## config.mk

```make
export PLATFORM = sky130hd
export DESIGN_NAME = mem_ctrl
export DESIGN_NICKNAME = d
export VERILOG_FILES = /design/src/rtl/mem_pkg.sv /design/src/rtl/mem_word_sel.sv /design/src/rtl/mem_ctrl.sv
export SDC_FILE = /design/constraint.sdc
export NUM_CORES = 1
export LEC_CHECK = 0
export BUFFER_PORTS_ARGS = -buffer_cell sky130_fd_sc_hd__buf_2
export CAP_MARGIN = 20
export CORE_ASPECT_RATIO = 1.4
export CORE_MARGIN = 2
export CORE_UTILIZATION = 45
export CTS_BUF_LIST = sky130_fd_sc_hd__clkbuf_4
export CTS_CLUSTER_DIAMETER = 100
export DETAILED_ROUTE_END_ITERATION = 12
export GPL_ROUTABILITY_DRIVEN = 0
export PLACE_DENSITY = 0.78
export SYNTH_ARGS = -nofsm -noshare
export SYNTH_HDL_FRONTEND = slang
export SYNTH_SLANG_ARGS = --single-unit
```

## constraint.sdc

```tcl
create_clock -name clk -period 4.1 [get_ports clk]
set_clock_uncertainty 0.05 [all_clocks]
set_input_delay 0.82 -clock clk [delete_from_list [all_inputs] [get_ports clk]]
set_output_delay 0.82 -clock clk [all_outputs]
set_load 0.05 [all_outputs]
```

## src/rtl/mem_pkg.sv

```systemverilog
// Shared types and constants for the word-memory controller and its helpers.
package mem_pkg;

  localparam int DEF_ADDR_W = 3;
  localparam int DEF_DATA_W = 8;

  localparam logic MEM_RW_READ  = 1'b1;
  localparam logic MEM_RW_WRITE = 1'b0;

  typedef enum logic [2:0] {
    IDLE    = 3'd0,
    SETUP   = 3'd1,
    STROBE  = 3'd2,
    HOLD    = 3'd3,
    WAIT    = 3'd4,
    CAPTURE = 3'd5,
    RESP    = 3'd6
  } state_t;

endpackage

```

## src/rtl/mem_word_sel.sv

```systemverilog
// Combinational WORDS:1 word selector over a flattened word-output bus.
module mem_word_sel
  import mem_pkg::*;
#(
  parameter int ADDR_W = DEF_ADDR_W,
  parameter int DATA_W = DEF_DATA_W
) (
  input  logic [ADDR_W-1:0]             i_sel,
  input  logic [(2**ADDR_W)*DATA_W-1:0] i_flat,
  output logic [DATA_W-1:0]             o_word
);

  assign o_word = i_flat[i_sel*DATA_W +: DATA_W];

endmodule

```

## src/rtl/mem_ctrl.sv

```systemverilog
// Request/response sequencer for the gate-level word memory: setup, RW strobe,
// hold for writes; setup, wait, capture for reads.
//   state   | meaning
//   IDLE    | ready for a request
//   SETUP   | address/data stable, RW high
//   STROBE  | RW low for WR_CYCLES cycles
//   HOLD    | RW back high, address/data held
//   WAIT    | read access time, RD_LAT cycles
//   CAPTURE | register the addressed word
//   RESP    | response presented until consumed
module mem_ctrl
  import mem_pkg::*;
#(
  parameter int ADDR_W    = DEF_ADDR_W,
  parameter int DATA_W    = DEF_DATA_W,
  parameter int WR_CYCLES = 1,
  parameter int RD_LAT    = 1
) (
  input  logic                          clk,
  input  logic                          rst,
  input  logic                          req_valid,
  output logic                          req_ready,
  input  logic                          req_wr,
  input  logic [ADDR_W-1:0]             req_adr,
  input  logic [DATA_W-1:0]             req_data,
  output logic                          rsp_valid,
  input  logic                          rsp_ready,
  output logic                          rsp_wr,
  output logic [DATA_W-1:0]             rsp_data,
  output logic                          mem_rw,
  output logic [ADDR_W-1:0]             mem_adr,
  output logic [DATA_W-1:0]             mem_din,
  input  logic [(2**ADDR_W)*DATA_W-1:0] mem_dout,
  output logic                          busy
);

  if (WR_CYCLES < 1 || WR_CYCLES > 15) begin : g_bad_wr_cycles
    $error("mem_ctrl: WR_CYCLES must be 1..15");
  end
  if (RD_LAT < 0 || RD_LAT > 15) begin : g_bad_rd_lat
    $error("mem_ctrl: RD_LAT must be 0..15");
  end

  state_t              r_state;
  logic [3:0]          r_cnt;
  logic                r_rsp_valid;
  logic                r_rsp_wr;
  logic [DATA_W-1:0]   r_rsp_data;
  logic                r_mem_rw;
  logic [ADDR_W-1:0]   r_mem_adr;
  logic [DATA_W-1:0]   r_mem_din;
  logic [DATA_W-1:0]   w_word;

  mem_word_sel #(
    .ADDR_W (ADDR_W),
    .DATA_W (DATA_W)
  ) u_word_sel (
    .i_sel  (r_mem_adr),
    .i_flat (mem_dout),
    .o_word (w_word)
  );

  // mem_rw is a flop output so the array never sees a decode glitch on RW.
  always_ff @(posedge clk or posedge rst) begin
    if (rst) begin
      r_state     <= IDLE;
      r_cnt       <= '0;
      r_rsp_valid <= 1'b0;
      r_rsp_wr    <= 1'b0;
      r_rsp_data  <= '0;
      r_mem_rw    <= MEM_RW_READ;
      r_mem_adr   <= '0;
      r_mem_din   <= '0;
    end else begin
      case (r_state)
        IDLE: begin
          if (req_valid) begin
            r_rsp_wr  <= req_wr;
            r_mem_adr <= req_adr;
            r_mem_din <= req_data;
            r_state   <= SETUP;
          end
        end
        SETUP: begin
          if (r_rsp_wr) begin
            r_cnt    <= 4'(WR_CYCLES - 1);
            r_mem_rw <= MEM_RW_WRITE;
            r_state  <= STROBE;
          end else if (RD_LAT == 0) begin
            r_state <= CAPTURE;
          end else begin
            r_cnt   <= 4'(RD_LAT - 1);
            r_state <= WAIT;
          end
        end
        STROBE: begin
          if (r_cnt == 4'd0) begin
            r_mem_rw <= MEM_RW_READ;
            r_state  <= HOLD;
          end else begin
            r_cnt <= r_cnt - 4'd1;
          end
        end
        HOLD: begin
          r_rsp_data  <= '0;
          r_rsp_valid <= 1'b1;
          r_state     <= RESP;
        end
        WAIT: begin
          if (r_cnt == 4'd0) r_state <= CAPTURE;
          else               r_cnt   <= r_cnt - 4'd1;
        end
        CAPTURE: begin
          r_rsp_data  <= w_word;
          r_rsp_valid <= 1'b1;
          r_state     <= RESP;
        end
        RESP: begin
          if (rsp_ready) begin
            r_rsp_valid <= 1'b0;
            r_state     <= IDLE;
          end
        end
        default: r_state <= IDLE;
      endcase
    end
  end

  assign req_ready = (r_state == IDLE);
  assign busy      = (r_state != IDLE);
  assign rsp_valid = r_rsp_valid;
  assign rsp_wr    = r_rsp_wr;
  assign rsp_data  = r_rsp_data;
  assign mem_rw    = r_mem_rw;
  assign mem_adr   = r_mem_adr;
  assign mem_din   = r_mem_din;

endmodule
```

# After elaboration in Yosys (flattened, before gate mapping)
# Cells that the tools add are included.
# op_classes
reduce_logical	14
order_cmp	0
bitwise_logic	0
shift	1
add_sub_neg	1
div	0
eq_ne	12
muxes	14
multipliers	0
# ops
cell	count
variable part select 64 x 7 -> 8 bit	1
case mux 3 bit (6 select lines)	1
case mux 8 bit (2 select lines)	1
2-to-1 mux 3 bit	5
!= test 2 bit, second input constant	6
== test 3 bit, second input constant	3
case mux 4 bit (2 select lines)	1
nonzero test 2 bit	4
== test 3 x 2 -> 1 bit, second input constant	2
AND reduction 2 bit	3
logical NOT 4 bit	1
2-to-1 mux 4 bit	1
case mux 1 bit (2 select lines)	2
AND reduction 4 bit	1
OR reduction 2 bit	2
subtractor 4 x 1 -> 4 bit, second input constant	1
== test 3 x 1 -> 1 bit, second input constant	1
logical NOT 3 bit	1
2-to-1 mux 1 bit	3
AND reduction 3 bit	1
nonzero test 3 bit	1
# word_totals
mem_bits_rw	0
romBits	0
latchBits	0
out_inout_bits	24
inputBits	80
memories	0
regBits	29
word_cells	50

# Depth between registers and ports, before layout
# depth
ltp_word	4
mapped_depth	6
ltp_nobuf	6

# Modules after synthesis
# A second synthesis with hierarchy kept.
# unflattened
cells_unflattened	165
area_unflattened_um2	2001.9
# by_module_without_submodules
module	seq_area_each_um2	cells_per_inst	area_each_um2	n_inst
mem_ctrl	726.9	136	1451.4	1
mem_word_sel	0.0	29	550.5	1

# Worst setup path before layout
# No wires, ideal clock.
# synth_path
kind	reg2out
startpoint	reg r_state[2]
endpoint	out req_ready
path_slack_ps	2042
required_ps	3230
path_buffers	1
arrival_time_ps	1188
path_stages_with_launch	4
path_cell_list	dfrtp_1 > buf_6 > or3_4 > inv_2
# synth_between
elab_chain_cells	1
# synth_rtl
item	line	rtl
start, declared	mem_ctrl.sv:44	state_t r_state;
start signal, assigned	mem_ctrl.sv:66	r_state <= IDLE;
start signal, assigned	mem_ctrl.sv:81	r_state <= SETUP;
start signal, assigned	mem_ctrl.sv:88	r_state <= STROBE;
logical NOT 3 bit	mem_ctrl.sv:129	assign req_ready = (r_state == IDLE);
end, declared	mem_ctrl.sv:22	output logic req_ready,
# Every way passes these cells.

# Worst setup path in the final report
# Same ends and word-level chain as after synthesis.

==> out/qor.txt <==
Tcrit/Tclk final = 0.618
DR iter-0 viols = 29
sequential share of the synthesized area = 0.385
total iterations of the first detailed-routing run = 8
DR vias/cell = 5.45
Yosys warning count = 0
Power Total = 1.89 mW
number of flops mapped to enable cells by yosys = 0
ys async rst share = 1.00
Worst Hold Class = in -> async
number of global-route vias before repair = 1,699
R2R setup slack = 2230 ps
peak supply drop = 590 uV
M3 GR Usage = 0.0483
setup violators final = 0
H-tree depth = 2
Reg clk slew, reported paths = 100 ps
fill count = 361
post-synth cell types = 41
Power Density = 767 mW/mm^2
Worst-Margin Slew = 543 ps
worst hold slack = 428 ps
antenna violations before repair = 0
Total Wirelength = 4700 um
grt met1 use = 0.245
slew margin rel. = 0.638
Syn Inst Count = 171
IO buf count = 103
RSZ-0062 raised after global routing = no
wire length per cell = 14.9 um
status = finished with violations
total congestion overflow = 0
CTS Hold Buffers Added = 0
Post-synth top flop = dfrtp_1
Nets = 352
FMAX = 395 MHz
DR DRC count = 3
Clock Tree Root = clkbuf_4
failing checks = DRC
GRT Overall Usage = 0.204
hpwl dp = 3750 um
GR Util met2 = 0.354
FF-to-FF Start = r_state[2]
area grow syn2layout = 30.3%
die width = 58.7 um
most frequent cells in the layout = 103 x buf_2, 28 x dfrtp_1, 18 x mux2_2
DIE AREA = 0.00473 mm^2
WP data required = 3230 ps
max cap viols = 0
crit path DAT = 1660 ps
clock sink count = 29
most common cell after layout, fill and taps aside = buf_2
Inserted Clock Buffers = 5
DIE HEIGHT = 80.6 um
Final Hold Fails = 0
via count = 1,716
max-slew violation count = 0
Core Box Area = 0.00399 mm^2
Row Count = 27
setup TNS = 0 ps
worst r2r dst = rsp_wr
CTS tree = done
cell area after synthesis = 0.00189 mm^2
crit start category = flop
worst-skew pair later-pin latency = 330 ps
register area = 727 um^2
critical-path maximum fanout = 17
CTS-repair resized insts = 0
Post-CTS Repair Setup Buffers = 0
syn_nets = 252
layout cells sized above 1 = 0.566
area of the multi-input gates = 0.00106 mm^2
Leak = 1.21 nW
largest net degree at the start of global routing = 30
Starting Density = 0.473
crit path time final = 2530 ps
antenna viol nets, final = 0
clk buf depth = 2
# diodes = 0
Crit. End Element = primary output
crit path kind = reg -> out
Syn Area/Cell = 11.0 um^2
Top Usage Layer GRT = met2
Ports = 104
r2r worst-path depth = 4
flops & latches, synth = 29
Finished Core Util = 0.617
global-route wire length before repair = 7380 um
-- flip-flops by register name, indices dropped and copies added, names as in the netlist --
register	count
r_state	3
rsp_data	8
mem_din	8
rsp_wr	1
r_cnt	4
mem_rw	1
mem_adr	3
rsp_valid	1
-- per-layer routing --
metal / up-vias / share of wire
met2: 60 / 0.56
met1: 821 / 0.38
met5: - / 0
met4: 0 / 0.0085
li1: 830 / -
met3: 5 / 0.048
-- critical path: stages, from the launching register on --
cell,delay (ps)
dfrtp_1,560
or3_4,460
inv_2,60
buf_2,250
-- how the worst max path moves through the flow --
stage	slack [ps]	to	startpoint
global route	1490	req_ready	r_state[0]
finish	1570	req_ready	r_state[2]
CTS	1550	req_ready	r_state[2]
global placement	1950	req_ready	r_state[0]
detailed placement	1940	req_ready	r_state[2]
floorplan	2040	req_ready	r_state[2]
-- synthesized netlist by cell type (2+ instances only) --
cell	instances	area, um^2
nor3_1	2	10.0
buf_2	5	25.0
a211oi_1	2	15.0
clkbuf_1	3	11.3
mux2i_1	2	20.0
o31ai_1	8	60.1
mux2_4	10	150
nor2_1	16	60.1
nand2_1	15	56.3
nand2b_1	2	12.5
buf_4	2	15.0
a21oi_1	7	35.0
dfrtp_1	28	701
o21ai_0	4	20.0
o22ai_1	8	50.1
mux4_2	8	180
nor2b_1	4	25.0
a31oi_1	2	12.5
mux2_2	18	203
inv_1	4	15.0
-- kinds of logic after synthesis --
| logic type | count (synthesis) | share of synthesized area |
|---|---|---|
| and+or+nand+nor | 47 | 0.123 |
| muxes | 38 | 0.293 |
| buffers and inverters | 17 | 0.0537 |
| AOI/OAI and AO/OA | 38 | 0.133 |
| xor gates and xnor gates | 1 | 0.00464 |
| DFF | 29 | 0.385 |
| adders and majority gates | 1 | 0.00663 |
-- cell type report --
type,count,area share
well taps,43,0.0219
repair buffers,105,0.224
clock buffers,5,0.0153
flip-flops and latches,29,0.296
inverters,5,0.00763
clock inverters,3,0.00509
multi-input cells,125,0.431
-- power breakdown --
group	total [mW]	switching [mW]	internal, mW
clock	0.157	0.0956	0.0618
combinational	1.17	0.721	0.451
sequential	0.556	0.150	0.406
-- per-stage QoR --
step	area, um^2	cells	worst slack, ps
6_report	2460	315	1570
5_1_grt	2460	315	1490
4_1_cts	2430	314	1550
3_5_place_dp	2380	306	1940
3_3_place_gp	2380	306	1950
2_1_floorplan	1890	171	2040
No activity file was read; power rests on OpenSTA's default activity.
